### src/rtl/gin_multicast_sender_if.sv
// Handshake and bus bundle for the GIN multicast sender.
// The master modport is the sender side. The slave modport is the upstream buffer and the X/Y bus side.
interface gin_multicast_sender_if #(
  parameter int ROW_ID_LEN = 4,
  parameter int COL_ID_LEN = 4,
  parameter int VALUE_LEN  = 32
);
  logic                  in_valid;
  logic                  in_ready;
  logic [ROW_ID_LEN-1:0] in_row_tag;
  logic [COL_ID_LEN-1:0] in_col_tag;
  logic [VALUE_LEN-1:0]  in_value;

  logic                  gin_enable;
  logic                  gin_ready;
  logic [ROW_ID_LEN-1:0] gin_row_tag;
  logic [COL_ID_LEN-1:0] gin_col_tag;
  logic [VALUE_LEN-1:0]  gin_value;

  modport master (
    input  in_valid, in_row_tag, in_col_tag, in_value, gin_ready,
    output in_ready, gin_enable, gin_row_tag, gin_col_tag, gin_value
  );

  modport slave (
    output in_valid, in_row_tag, in_col_tag, in_value, gin_ready,
    input  in_ready, gin_enable, gin_row_tag, gin_col_tag, gin_value
  );
endinterface

### src/rtl/gin_multicast_sender.sv
// GIN multicast bus source: a small FIFO feeding a registered X/Y bus output stage.
// Optional macro GIN_SENDER_STALL_CNT_EN enables the saturating stall-cycle counter.
module gin_multicast_sender #(
  parameter int ROW_ID_LEN = 4,
  parameter int COL_ID_LEN = 4,
  parameter int VALUE_LEN  = 32,
  parameter int FIFO_DEPTH = 4,
  parameter int CNT_LEN    = 16
) (
  input  logic               clk,
  input  logic               rst,
  gin_multicast_sender_if.master bus,
  output logic               busy,
  output logic [CNT_LEN-1:0] sent_count,
  output logic [CNT_LEN-1:0] stall_count
);

  localparam int PTR_W = $clog2(FIFO_DEPTH);
  localparam int CNT_W = PTR_W + 1;

  typedef struct packed {
    logic [ROW_ID_LEN-1:0] row;
    logic [COL_ID_LEN-1:0] col;
    logic [VALUE_LEN-1:0]  value;
  } pkt_t;

  typedef enum logic {
    IDLE,
    SEND
  } state_t;

  state_t state, state_next;

  pkt_t             mem [FIFO_DEPTH];
  logic [PTR_W-1:0] wr_ptr, rd_ptr;
  logic [CNT_W-1:0] count;

  logic [ROW_ID_LEN-1:0] row_q;
  logic [COL_ID_LEN-1:0] col_q;
  logic [VALUE_LEN-1:0]  value_q;
  logic [CNT_LEN-1:0]    sent_q;

  logic fifo_nonempty;
  logic fifo_has_room;
  logic push;
  logic pop;
  logic retire;
  logic stall;
  logic drain;
  logic enable;
  pkt_t in_pkt;
  pkt_t head;

  // FIFO status and the upstream handshake. in_ready comes only from count,
  // so a full FIFO refuses input even in a cycle that pops.
  always_comb begin
    fifo_nonempty = (count != '0);
    fifo_has_room = (count < CNT_W'(FIFO_DEPTH));
    push          = bus.in_valid & fifo_has_room;
    in_pkt        = '{row: bus.in_row_tag, col: bus.in_col_tag, value: bus.in_value};
    head          = mem[rd_ptr];
  end

  // State register
  always_ff @(posedge clk) begin
    if (rst) begin
      state <= IDLE;
    end else begin
      state <= state_next;
    end
  end

  // Next-state logic
  always_comb begin
    state_next = state;
    case (state)
      IDLE:    if (fifo_nonempty) state_next = SEND;
      SEND:    if (bus.gin_ready && !fifo_nonempty) state_next = IDLE;
      default: state_next = IDLE;
    endcase
  end

  // Output and control decode
  always_comb begin
    enable = 1'b0;
    pop    = 1'b0;
    retire = 1'b0;
    stall  = 1'b0;
    drain  = 1'b0;
    case (state)
      IDLE: begin
        pop = fifo_nonempty;
      end
      SEND: begin
        enable = 1'b1;
        retire = bus.gin_ready;
        stall  = ~bus.gin_ready;
        pop    = bus.gin_ready & fifo_nonempty;
        drain  = bus.gin_ready & ~fifo_nonempty;
      end
      default: ;
    endcase
  end

  // FIFO storage. The entries are not reset because count alone decides validity.
  always_ff @(posedge clk) begin
    if (push) mem[wr_ptr] <= in_pkt;
  end

  always_ff @(posedge clk) begin
    if (rst) begin
      wr_ptr <= '0;
      rd_ptr <= '0;
      count  <= '0;
    end else begin
      if (push) wr_ptr <= wr_ptr + PTR_W'(1);
      if (pop)  rd_ptr <= rd_ptr + PTR_W'(1);
      case ({push, pop})
        2'b10:   count <= count + CNT_W'(1);
        2'b01:   count <= count - CNT_W'(1);
        default: count <= count;
      endcase
    end
  end

  // Bus output registers. The value is cleared on the way back to IDLE, so
  // gin_value stays a plain flop and still reads 0 while gin_enable is low.
  always_ff @(posedge clk) begin
    if (rst) begin
      row_q   <= '0;
      col_q   <= '0;
      value_q <= '0;
    end else if (pop) begin
      row_q   <= head.row;
      col_q   <= head.col;
      value_q <= head.value;
    end else if (drain) begin
      value_q <= '0;
    end
  end

  always_ff @(posedge clk) begin
    if (rst) begin
      sent_q <= '0;
    end else if (retire) begin
      sent_q <= sent_q + CNT_LEN'(1);
    end
  end

`ifdef GIN_SENDER_STALL_CNT_EN
  logic [CNT_LEN-1:0] stall_q;

  always_ff @(posedge clk) begin
    if (rst) begin
      stall_q <= '0;
    end else if (stall && (stall_q != '1)) begin
      stall_q <= stall_q + CNT_LEN'(1);
    end
  end

  assign stall_count = stall_q;
`else
  logic unused_stall;
  assign unused_stall = stall;
  assign stall_count  = '0;
`endif

  assign bus.in_ready    = fifo_has_room;
  assign bus.gin_enable  = enable;
  assign bus.gin_row_tag = row_q;
  assign bus.gin_col_tag = col_q;
  assign bus.gin_value   = value_q;
  assign busy            = fifo_nonempty | enable;
  assign sent_count      = sent_q;

endmodule
### src/flat_wrapper.sv
// flat-port wrapper written by rule: the top's interface ports become plain ports
module gin_multicast_sender_flat 
#(
  parameter int ROW_ID_LEN = 4,
  parameter int COL_ID_LEN = 4,
  parameter int VALUE_LEN  = 32,
  parameter int FIFO_DEPTH = 4,
  parameter int CNT_LEN    = 16
)
  (clk, rst, busy, sent_count, stall_count, bus_in_valid, bus_in_row_tag, bus_in_col_tag, bus_in_value, bus_gin_ready, bus_in_ready, bus_gin_enable, bus_gin_row_tag, bus_gin_col_tag, bus_gin_value);
  gin_multicast_sender_if #(.ROW_ID_LEN(ROW_ID_LEN), .COL_ID_LEN(COL_ID_LEN), .VALUE_LEN(VALUE_LEN)) bus_i ();
  input  logic clk;
  input  logic rst;
  output logic busy;
  output logic [CNT_LEN-1:0] sent_count;
  output logic [CNT_LEN-1:0] stall_count;
  input wire logic [$bits(bus_i.in_valid)-1:0] bus_in_valid;
  input wire logic [$bits(bus_i.in_row_tag)-1:0] bus_in_row_tag;
  input wire logic [$bits(bus_i.in_col_tag)-1:0] bus_in_col_tag;
  input wire logic [$bits(bus_i.in_value)-1:0] bus_in_value;
  input wire logic [$bits(bus_i.gin_ready)-1:0] bus_gin_ready;
  output wire logic [$bits(bus_i.in_ready)-1:0] bus_in_ready;
  output wire logic [$bits(bus_i.gin_enable)-1:0] bus_gin_enable;
  output wire logic [$bits(bus_i.gin_row_tag)-1:0] bus_gin_row_tag;
  output wire logic [$bits(bus_i.gin_col_tag)-1:0] bus_gin_col_tag;
  output wire logic [$bits(bus_i.gin_value)-1:0] bus_gin_value;
  assign bus_i.in_valid = bus_in_valid;
  assign bus_i.in_row_tag = bus_in_row_tag;
  assign bus_i.in_col_tag = bus_in_col_tag;
  assign bus_i.in_value = bus_in_value;
  assign bus_i.gin_ready = bus_gin_ready;
  assign bus_in_ready = bus_i.in_ready;
  assign bus_gin_enable = bus_i.gin_enable;
  assign bus_gin_row_tag = bus_i.gin_row_tag;
  assign bus_gin_col_tag = bus_i.gin_col_tag;
  assign bus_gin_value = bus_i.gin_value;
  gin_multicast_sender #(.ROW_ID_LEN(ROW_ID_LEN), .COL_ID_LEN(COL_ID_LEN), .VALUE_LEN(VALUE_LEN), .FIFO_DEPTH(FIFO_DEPTH), .CNT_LEN(CNT_LEN)) u_core (.clk(clk), .rst(rst), .bus(bus_i), .busy(busy), .sent_count(sent_count), .stall_count(stall_count));
endmodule
### config.mk
export PLATFORM = sky130hd
export DESIGN_NAME = gin_multicast_sender_flat
export DESIGN_NICKNAME = d
export VERILOG_FILES = /design/src/rtl/gin_multicast_sender_if.sv /design/src/rtl/gin_multicast_sender.sv /design/src/flat_wrapper.sv
export SDC_FILE = /design/constraint.sdc
export NUM_CORES = 1
export LEC_CHECK = 0
export ABC_AREA = 1
export CORE_AREA = 8 8 182 184
export CTS_CLUSTER_DIAMETER = 50
export DETAILED_ROUTE_END_ITERATION = 10
export DIE_AREA = 0 0 190 192
export PLACE_DENSITY_LB_ADDON = 0.15
export SLEW_MARGIN = 20
export SYNTH_ARGS = -nofsm -noshare
export SYNTH_HDL_FRONTEND = slang
export SYNTH_SLANG_ARGS = --single-unit
### constraint.sdc
create_clock -name clk -period 7.95 [get_ports clk]
set_input_delay 2.385 -clock clk [delete_from_list [all_inputs] [get_ports clk]]
set_output_delay 2.385 -clock clk [all_outputs]
set_load 0.05 [all_outputs]
==> results.md, run 1 <==
- Pin count of the biggest net entering global routing: 82
- FILL cells: 3022
- Status: finished, final reports clean
- Clk Latency, worst-skew pair: roughly 0.53 ns
- Post-Syn Instances: 829
- RSZ-0062 raised after global routing: no
- # rows: 64
- Width of the die: 190 µm
- Slew @ Worst Pin: 0.945 ns
- Nets@finish: 980
- Core area: ~30000 µm²
- Highest clock rate: ~0.23 GHz
- Hold Fails Final Rpt: 0
- Chip height: 192 µm
- Tot GR Track Use: 11.6%
- TritonRoute pass-1 iters: 5
- Post-synth top area cell: edfxtp_1
- Clock-pin slew on the worst setup and hold paths: 0.05 ns
- Top cell type's share of synthesized area: 54.1%
- DR vias/cell: 4.34
- Total congestion overflow: 0
- Final min period: 4.39 ns
- Pre-CTS WS: 2.99 ns
- Prevailing post-synth register cell: edfxtp_1
- CTS sink count: 226
- Min-delay worst type: register to register
- Post-route setup slack: about 3.6 ns
- Synth cell count leaders: 191 x nor2_1, 160 x edfxtp_1, 132 x nand2_1
- Critical-path cell list: inv_1, nand4_1, clkdlybuf4s50_1
- Synth top area cells: edfxtp_1 54%, dfxtp_1 15%, nor2_1 8.1%, nand2_1 5.6%, o21ai_0 5.1%
- Max cap viols: 0
- Slew headroom: between 30 and 40%
- Routed vias: 5847
- Max Root-Sink Buffers: 3
- ANT cells: 0
- Final setup viols: 0
- Most common cell in the netlist: nor2_1
- Ys Warns: 0
- CTS Buf Count: 29
- CP required: 5.57 ns
- Worst reg-to-reg path cell count: 6
- Min-delay src: u_core.rd_ptr[1]
- Vias in the first global route: 5665
- DRC Markers: 0
- Number of pins with negative max-slew slack in the final report: 0
- First-pass GRT wire length: about 33000 µm
- Final Util: 36.6%
- Cell Pwr Density: 376 nW/µm²
- Total negative slack: 0 ns
- Placer congestion estimate: 0.714
- Critical path capture point type: primary output
- Initial DRC Count: 330
- Fraction of layout cells with a size suffix above 1: 6.94%
- Synth Area per Inst: 10.7 µm²
- WHS: 0.436 ns
- Period Utilization, post-route: 55.2%
- Initial Utilization: 29.4%
- H-tree depth: 1
- Bufs and invs on worst path: 2
- Ys async rst share: 0%
- Area added between synthesis and finish: 24.2%
- Worst setup SP type: register
- Port Buffers: 102
- Cts hold-fix bufs: 0
- Critical Path AT: 2.00 ns
- Die area: 36500 µm²
- Worst vdd ir: 205 µV
- Post-CTS Repair Setup Buffers: 0
- Crit Path Class: register to primary output
- Final clock skew: 0.0194 ns
- Total Wirelength: 21400 µm
- R2R Setup Slk: 5.49 ns
- Critical R2R Capture: u_core.bus.gin_row_tag[0]
- CTS Root Cell: clkbuf_16
- Crit-path max cell delay: 0.83 ns
- Post-CTS resize count: 0
- CP max FO: 6
- CTS tree: done
- Count of flip-flops with a built-in enable after synthesis: 160
- Per-cell routed wire length: between 15 and 20 µm
- Finished Cell Area: 11000 µm²
- Dpl cell area: 10200 µm²
- HPWL Detailed: around 12000 µm
- Sequential fraction of the synthesis area: 68.9%
- Netlist cell types: 30
- Hold Crit Depth: 1
- Syn Std Cell Area: 8890 µm²
- CP delay by family, top: buffers and inverters
- Post-DRT Antenna Nets: 0
- Pleak: 3.95 nW
- Slowest-stage cell, CP: clkdlybuf4s50_1
- Initial antenna violation count: 1
- FF+latch count, synth: around 230
- # IOs: 119
==> cells by family (layout without fill, tap and decap cells) <==
kind of cell | after synthesis | in the layout | synth area share (%)
AND/OR/NAND/NOR | 341 | 341 | 15.0
flip-flops | 226 | 226 | 68.9
AO/OA/AOI/OAI | 157 | 157 | 9.09
other | 1 | 16 | 0.0422
buffers and inverters | 95 | 202 | 5.67
XOR/XNOR | 2 | 2 | 0.197
adder cells (fa/ha/maj) | 7 | 7 | 1.07
==> power breakdown <==
group	switching [W]	internal [W]
clock network	0.000486	0.000670
logic	0.000979	0.000410
registers	0.000136	0.00146
==> worst max-delay path by stage <==
| stage | start | cells past startpoint | slack, ns | end |
|---|---|---|---|---|
| floorplan | bus_in_valid | 2 | 3.26 | u_core.mem[0][0] |
| global placement | bus_gin_ready | 12 | 3.02 | u_core.count[2] |
| detailed placement | bus_gin_ready | 12 | 2.99 | u_core.count[2] |
| CTS | u_core.state | 3 | 3.53 | busy |
| global route | bus_gin_ready | 12 | 3.27 | u_core.count[2] |
| finish | u_core.state | 3 | 3.56 | busy |
==> final cells by class <==
cell class	instances	area (µm²)	area share, %
Sequential cell	226	6130	55.5
Multi-Input combinational cell	523	2340	21.2
Timing Repair Buffer	108	1060	9.61
Clock buffer	35	748	6.78
Tap cell	396	495	4.49
Inverter	41	156	1.42
Clock inverter	18	104	0.941
==> worst reg2reg max path: stages, from the launching register on <==
cell	delay [ns]
dfxtp_4	0.90
inv_2	0.48
buf_4	0.42
o21ai_0	0.25
o22ai_1	0.13
nor2_1	0.13
nor2_1	0.05
==> per-stage QoR <==
step	cells	power, W
floorplan	844	0.00262
global placement	1294	0.00305
detailed placement	1294	0.00306
CTS	1347	0.00423
global route	1347	0.00441
finish	1347	0.00415
==> flip-flops by register name (all words and copies together), names as in the netlist, named ones only <==
name,cells
u_core.bus.gin_value,32
u_core.wr_ptr,2
u_core.mem,160
u_core.state,1
u_core.rd_ptr,2
u_core.count,3
u_core.bus.gin_col_tag,4
u_core.bus.gin_row_tag,4
u_core.sent_count,16
==> per-layer routing <==
layer / wire length, µm / part of all wire (%) / track usage [%] / up-vias
met5: 9 / 0.042 / 0 / -
met4: 442 / 2.1 / 3.13 / 2
met3: 1230 / 5.7 / 2.83 / 35
met2: 9740 / 46 / 19.1 / 131
met1: 9990 / 47 / 15.0 / 2714
li1: - / - / - / 2965
==> cell usage in the layout (no fill, tap or decap), types with 5 or more instances in the layout <==
cell | netlist | routed
edfxtp_1 | 160 | 160
clkbuf_1 | 10 | 6
clkinv_1 | 0 | 9
o21ai_0 | 91 | 91
dfxtp_1 | 66 | 64
clkbuf_16 | 0 | 29
clkdlybuf4s50_1 | 0 | 101
inv_1 | 36 | 36
o22ai_1 | 8 | 8
conb_1 | 1 | 16
nor2_4 | 1 | 5
nand2_1 | 132 | 132
a21oi_1 | 43 | 43
buf_4 | 26 | 6
ha_1 | 6 | 6
nor2_1 | 191 | 187
o21ai_1 | 10 | 10
(Power assumes the default switching activity.)
==> run 2: changes to the inputs <==
Clock period 7.95 ns to 3.81 ns, I/O delays scaled along.
==> run 2 against run 1 <==
Net effect: core utilization rose by 0.63 points; clock skew fell by 0.0088 ns; non-clock buffer count rose by 4; sequential power rose by 100%; critical endpoint unchanged; register-to-register slack got worse by 3.6 ns; critical path type unchanged; total power rose by 120%; largest cell class unchanged; critical path depth did not move; largest power group unchanged; sequential share of layout area fell by 0.93 points.
==> results.md, run 2 (synthesis gave the netlist of run 1 again) <==
- Status: finished, final reports clean
- CTS tree: done
- Critical path capture point type: primary output
- RSZ-0062 raised after global routing: no
- Logic pwr share: 34.2%
- Pin count of the biggest net entering global routing: 81
- Clock-pin slew on the worst setup and hold paths: 0.06 ns
- Final clock skew: 0.0106 ns
- Core area: 30200 µm²
- Initial DRC Count: 249
- Initial antenna violation count: 1
- Cell Pwr Density: 799 nW/µm²
- Pre-CTS WS: 0.586 ns
- Commonest non-fill, non-tap cells in the layout: 187 x nor2_1, 160 x edfxtp_1, 132 x nand2_1
- Initial Utilization: 29.4%
- Crit Path Class: register to primary output
- Clk pwr share: 29.9%
- Max FFs per register: 160
- Routed vias: 5915
- Nets@finish: 984
- Slew headroom: 37.2%
- DR vias/cell: 4.38
- First-pass GRT wire length: 33000 µm
- Highest clock rate: roughly 0.32 GHz
- H-tree depth: 1
- Max cap viols: 0
- Pleak: 4.03 nW
- CP required: 2.67 ns
- Clk Latency, worst-skew pair: roughly 0.52 ns
- Hold Crit Depth: 1
- Post-Layout Cell Count: 1351
- # rows: 64
- Total Wirelength: 21400 µm
- Port Buffers: 102
- Post-CTS Repair Setup Buffers: 0
- CTS Root Cell: clkbuf_16
- Placer congestion estimate: 0.717
- Crit-path max cell delay: about 0.83 ns
- HPWL Detailed: about 12000 µm
- CTS sink count: 226
- DP Cell Count: 1298
- Commonest non-fill, non-tap cell in the layout: nor2_1
- Post-DRT Antenna Nets: 0
- Worst setup SP type: register
- Post-route setup slack: just under 0.7 ns
- Vias in the first global route: around 6000
- Sequential share of power: 35.9%
- TritonRoute pass-1 iters: 5
- Post-CTS resize count: 0
- Period Utilization, post-route: between 80 and 90%
- Final setup viols: 0
- Total negative slack: 0 ns
- Sw Pwr: 0.00334 W
- Final Util: 37.2%
- Worst reg-to-reg path cell count: 11
- R2R Path Start: u_core.count[0]
- FILL cells: 3015
- CP max FO: 6
- Worst vdd ir: 401 µV
- Fraction of layout cells with a size suffix above 1: 7.85%
- R2R Setup Slk: 1.87 ns
- CTS Buf Count: 29
- Width of the die: about 190 µm
- Min-delay src: u_core.rd_ptr[1]
- Reg with most FFs: u_core.mem
- Internal power: around 0.0056 W
- Tot GR Track Use: a little under an eighth
- Sw Share: 37.2%
- Min-delay worst type: register to register
- Die area: 36500 µm²
- DRC Markers: 0
- Number of pins with negative max-slew slack in the final report: 0
- Critical Path AT: 1.99 ns
- Cts hold-fix bufs: 0
- Hold Fails Final Rpt: 0
- Chip height: 192 µm
- Total congestion overflow: 0
- Final min period: 3.13 ns
- Slew @ Worst Pin: 0.941 ns
- Max Root-Sink Buffers: 3
- # IOs: 119
- Per-cell routed wire length: 15.8 µm
- Critical-path cell list: inv_1, nand4_1, clkdlybuf4s50_1
- Critical R2R Capture: u_core.count[2]
- Slowest-stage cell, CP: clkdlybuf4s50_1
- ANT cells: 0
- Area added between synthesis and finish: 26.3%
[run 2: cell count changes in the layout (fill, tap and decap cells not counted), sizes merged]
cell      previous run  this run
buf                  7        11
clkinvlp             0         2
clkinv              16        11
inv                 43        42
bufinv               0         4
[run 2: power groups by stage]
stage | registers (W) | logic (W) | clock network [W]
CTS | 0.00322 | 0.00316 | 0.00277
finish | 0.00322 | 0.00307 | 0.00268
detailed placement | 0.00326 | 0.00315 | 0
global placement | 0.00326 | 0.00314 | 0
global route | 0.00325 | 0.00339 | 0.00286
floorplan | 0.00394 | 0.00153 | 0
[run 2: worst max path at each step]
| stage | from | end | slack [ns] | cells after the start |
|---|---|---|---|---|
| after detailed placement | bus_gin_ready | u_core.count[2] | 0.59 | 12 |
| after CTS | u_core.state | busy | 0.63 | 3 |
| after global routing | u_core.state | busy | 0.59 | 3 |
| after floorplan | bus_in_valid | u_core.mem[0][0] | 0.36 | 2 |
| final | u_core.state | busy | 0.68 | 3 |
| after global placement | bus_gin_ready | u_core.count[2] | 0.61 | 12 |
[run 2: layout make-up]
| class | instances | area, µm² | area share (%) |
|---|---|---|---|
| flip-flops and latches | 226 | 6130 | 54.6 |
| multi-input cells | 523 | 2340 | 20.9 |
| repair buffers | 112 | 1140 | 10.2 |
| clock buffers | 35 | 758 | 6.75 |
| well taps | 396 | 495 | 4.41 |
| clock inverters | 18 | 203 | 1.81 |
| inverters | 41 | 156 | 1.39 |
[run 2: per-stage QoR]
stage	hold WS, ns	instance area [µm²]	power [W]
after global routing	0.445	11200	0.00951
after detailed placement	0.432	10300	0.00641
after CTS	0.440	11200	0.00914
after global placement	0.426	10300	0.00641
final	0.439	11200	0.00897
after floorplan	0.412	8940	0.00546
[run 2: routing by layer]
metal	vias up	track usage (%)	part of all wire, %
met5	-	0	0.061
met3	34	2.56	5.5
met1	2782	14.2	45
li1	2971	-	-
met4	2	2.92	1.8
met2	126	19.9	48
[run 2: critical path, delay by kind of cell, from the launching register on]
family                 cells  cell delay [ns]
buffers and inverters      2             0.90
flip-flops                 1             0.44
AND/OR/NAND/NOR            1             0.14
==> run 3: changes to the inputs <==
Clock period 3.81 ns to 2.6 ns, I/O delays scaled along.
==> run 3 against run 2 <==
Net effect: sequential cell count did not move; register-to-register slack got worse by 1.1 ns; clock power rose by 38%; sequential power rose by 48%; critical path type unchanged; die area did not move; combinational power rose by 49%; count of clock-buffer cells in the layout rose by 1.
==> results.md, run 3 (synthesis gave the netlist of run 1 again) <==
- Status: finished, final reports clean
- Total negative slack: 0 ns
- Post-CTS Repair Setup Buffers: 0
- Area added between synthesis and finish: 27.0%
- # rows: 64
- Initial Utilization: 29.4%
- R2R Path Start: u_core.count[0]
- Chip height: ~190 µm
- Vias in the first global route: 5821
- Worst vdd ir: 482 µV
- R2R Setup Slk: 0.78 ns
- Slowest-stage cell, CP: clkdlybuf4s50_1
- CP delay by family, top: buffers and inverters
- CP max FO: 2
- Hold Crit Depth: 1
- Core area: 30200 µm²
- Placer congestion estimate: 0.707
- Worst setup SP type: register
- Worst reg-to-reg path cell count: 11
- FILL cells: 2988
- Pleak: 4.13 nW
- Final clock skew: 0.0136 ns
- Period Utilization, post-route: a little under 100%
- Hold Fails Final Rpt: 0
- Die area: approximately 36000 µm²
- Initial antenna violation count: 1
- Final min period: 2.52 ns
- WHS Endpoint: u_core.rd_ptr[1]
- TritonRoute pass-1 iters: 4
- Total congestion overflow: 0
- DR vias/cell: roughly 4.3
- DP Cell Count: 1311
- Min-delay worst type: register to register
- Pin count of the biggest net entering global routing: 42
- Commonest non-fill, non-tap cells in the layout: 187 x nor2_1, 160 x edfxtp_1, 132 x nand2_1
- Total Wirelength: 21500 µm
- ANT cells: 0
- Clock-pin slew on the worst setup and hold paths: about 0.060 ns
- CTS Buf Count: 29
- Crit Path Class: register to primary output
- CTS tree: done
- CTS Root Cell: clkbuf_16
- Slew @ Worst Pin: 0.916 ns
- Max cap viols: 0
- Min-delay src: u_core.rd_ptr[1]
- DRC Markers: 0
- Bufs and invs on worst path: 1
- Post-DRT Antenna Nets: 0
- Critical path capture point type: primary output
- Final setup viols: 0
- Tot GR Track Use: a little under an eighth
- CTS sink count: approximately 230
- Critical Path AT: between 1.5 and 2 ns
- Highest clock rate: 0.396 GHz
- Number of pins with negative max-slew slack in the final report: 0
- Per-cell routed wire length: about 16 µm
- Width of the die: 190 µm
- Cell Pwr Density: 1160 nW/µm²
- # IOs: 119
- Max FFs per register: 160
- H-tree depth: 1
- HPWL Detailed: 13000 µm
- Post-Layout Cell Count: 1363
- Fraction of layout cells with a size suffix above 1: 9.41%
- Cts hold-fix bufs: 0
- Crit-path max cell delay: 0.84 ns
- Slew headroom: 38.8%
- Commonest non-fill, non-tap cell in the layout: nor2_1
- Port Buffers: 102
- CP required: 1.82 ns
- RSZ-0062 raised after global routing: no
- First-pass GRT wire length: roughly 33000 µm
- Nets@finish: 997
- Clk Latency, worst-skew pair: roughly 0.54 ns
- Reg with most FFs: u_core.mem
- Critical-path cell list: clkdlybuf4s50_1
- Max Root-Sink Buffers: 3
- Initial DRC Count: 220
- Critical R2R Capture: u_core.count[2]
- Routed vias: roughly 5900
## run 3: power breakdown
| part | switching (W) | total (W) | internal, W |
|---|---|---|---|
| Combinational | 0.00317 | 0.00457 | 0.00140 |
| Sequential | 0.000293 | 0.00477 | 0.00447 |
| Clock | 0.00151 | 0.00371 | 0.00221 |
## run 3: layout make-up
class | count | area [µm²] | share of cell area (%)
inverter | 41 | 156 | 1.39
timing repair buffer | 125 | 1260 | 11.2
clock inverter | 16 | 133 | 1.17
clock buffer | 36 | 772 | 6.84
multi-input combinational | 523 | 2340 | 20.8
tap | 396 | 495 | 4.39
sequential | 226 | 6130 | 54.3
## run 3: what timing repair did
action | in CTS | in global routing
endpoints found under the setup margin | 5 | 2
resized for setup | 5 | 2
gates cloned | 0 | 0
## run 3: worst max-delay path by stage
stage,from,endpoint,slack [ns],cells past startpoint
global placement,bus_gin_ready,u_core.count[2],-0.07,12
floorplan,bus_in_valid,u_core.mem[0][0],-0.49,2
detailed placement,bus_gin_ready,u_core.count[2],-0.07,12
finish,u_core.bus.gin_value[1],bus_gin_value[1],0.08,1
CTS,u_core.sent_count[2],sent_count[2],0.02,1
global route,u_core.sent_count[6],sent_count[6],0.007,1
## run 3: metrics by stage
stage	hold slack (ns)	total power [W]	utilization, %	worst slack (ns)	instance area (µm²)
after global routing	0.447	0.0139	37.4	0.00737	11300
after CTS	0.438	0.0133	37.4	0.0178	11300
after floorplan	0.412	0.00801	-	-0.486	8940
final	0.435	0.0131	37.4	0.0752	11300
after detailed placement	0.423	0.00953	34.4	-0.0738	10400
after global placement	0.420	0.00950	34.4	-0.0726	10400
## run 3: per-layer routing
| layer | vias up | track usage [%] | part of all wire, % |
|---|---|---|---|
| met4 | 2 | 3.04 | 2.2 |
| met1 | 2768 | 14.6 | 46 |
| met2 | 121 | 19.9 | 47 |
| met3 | 34 | 2.71 | 5.2 |
| li1 | 3002 | - | - |
| met5 | - | 0 | 0.060 |
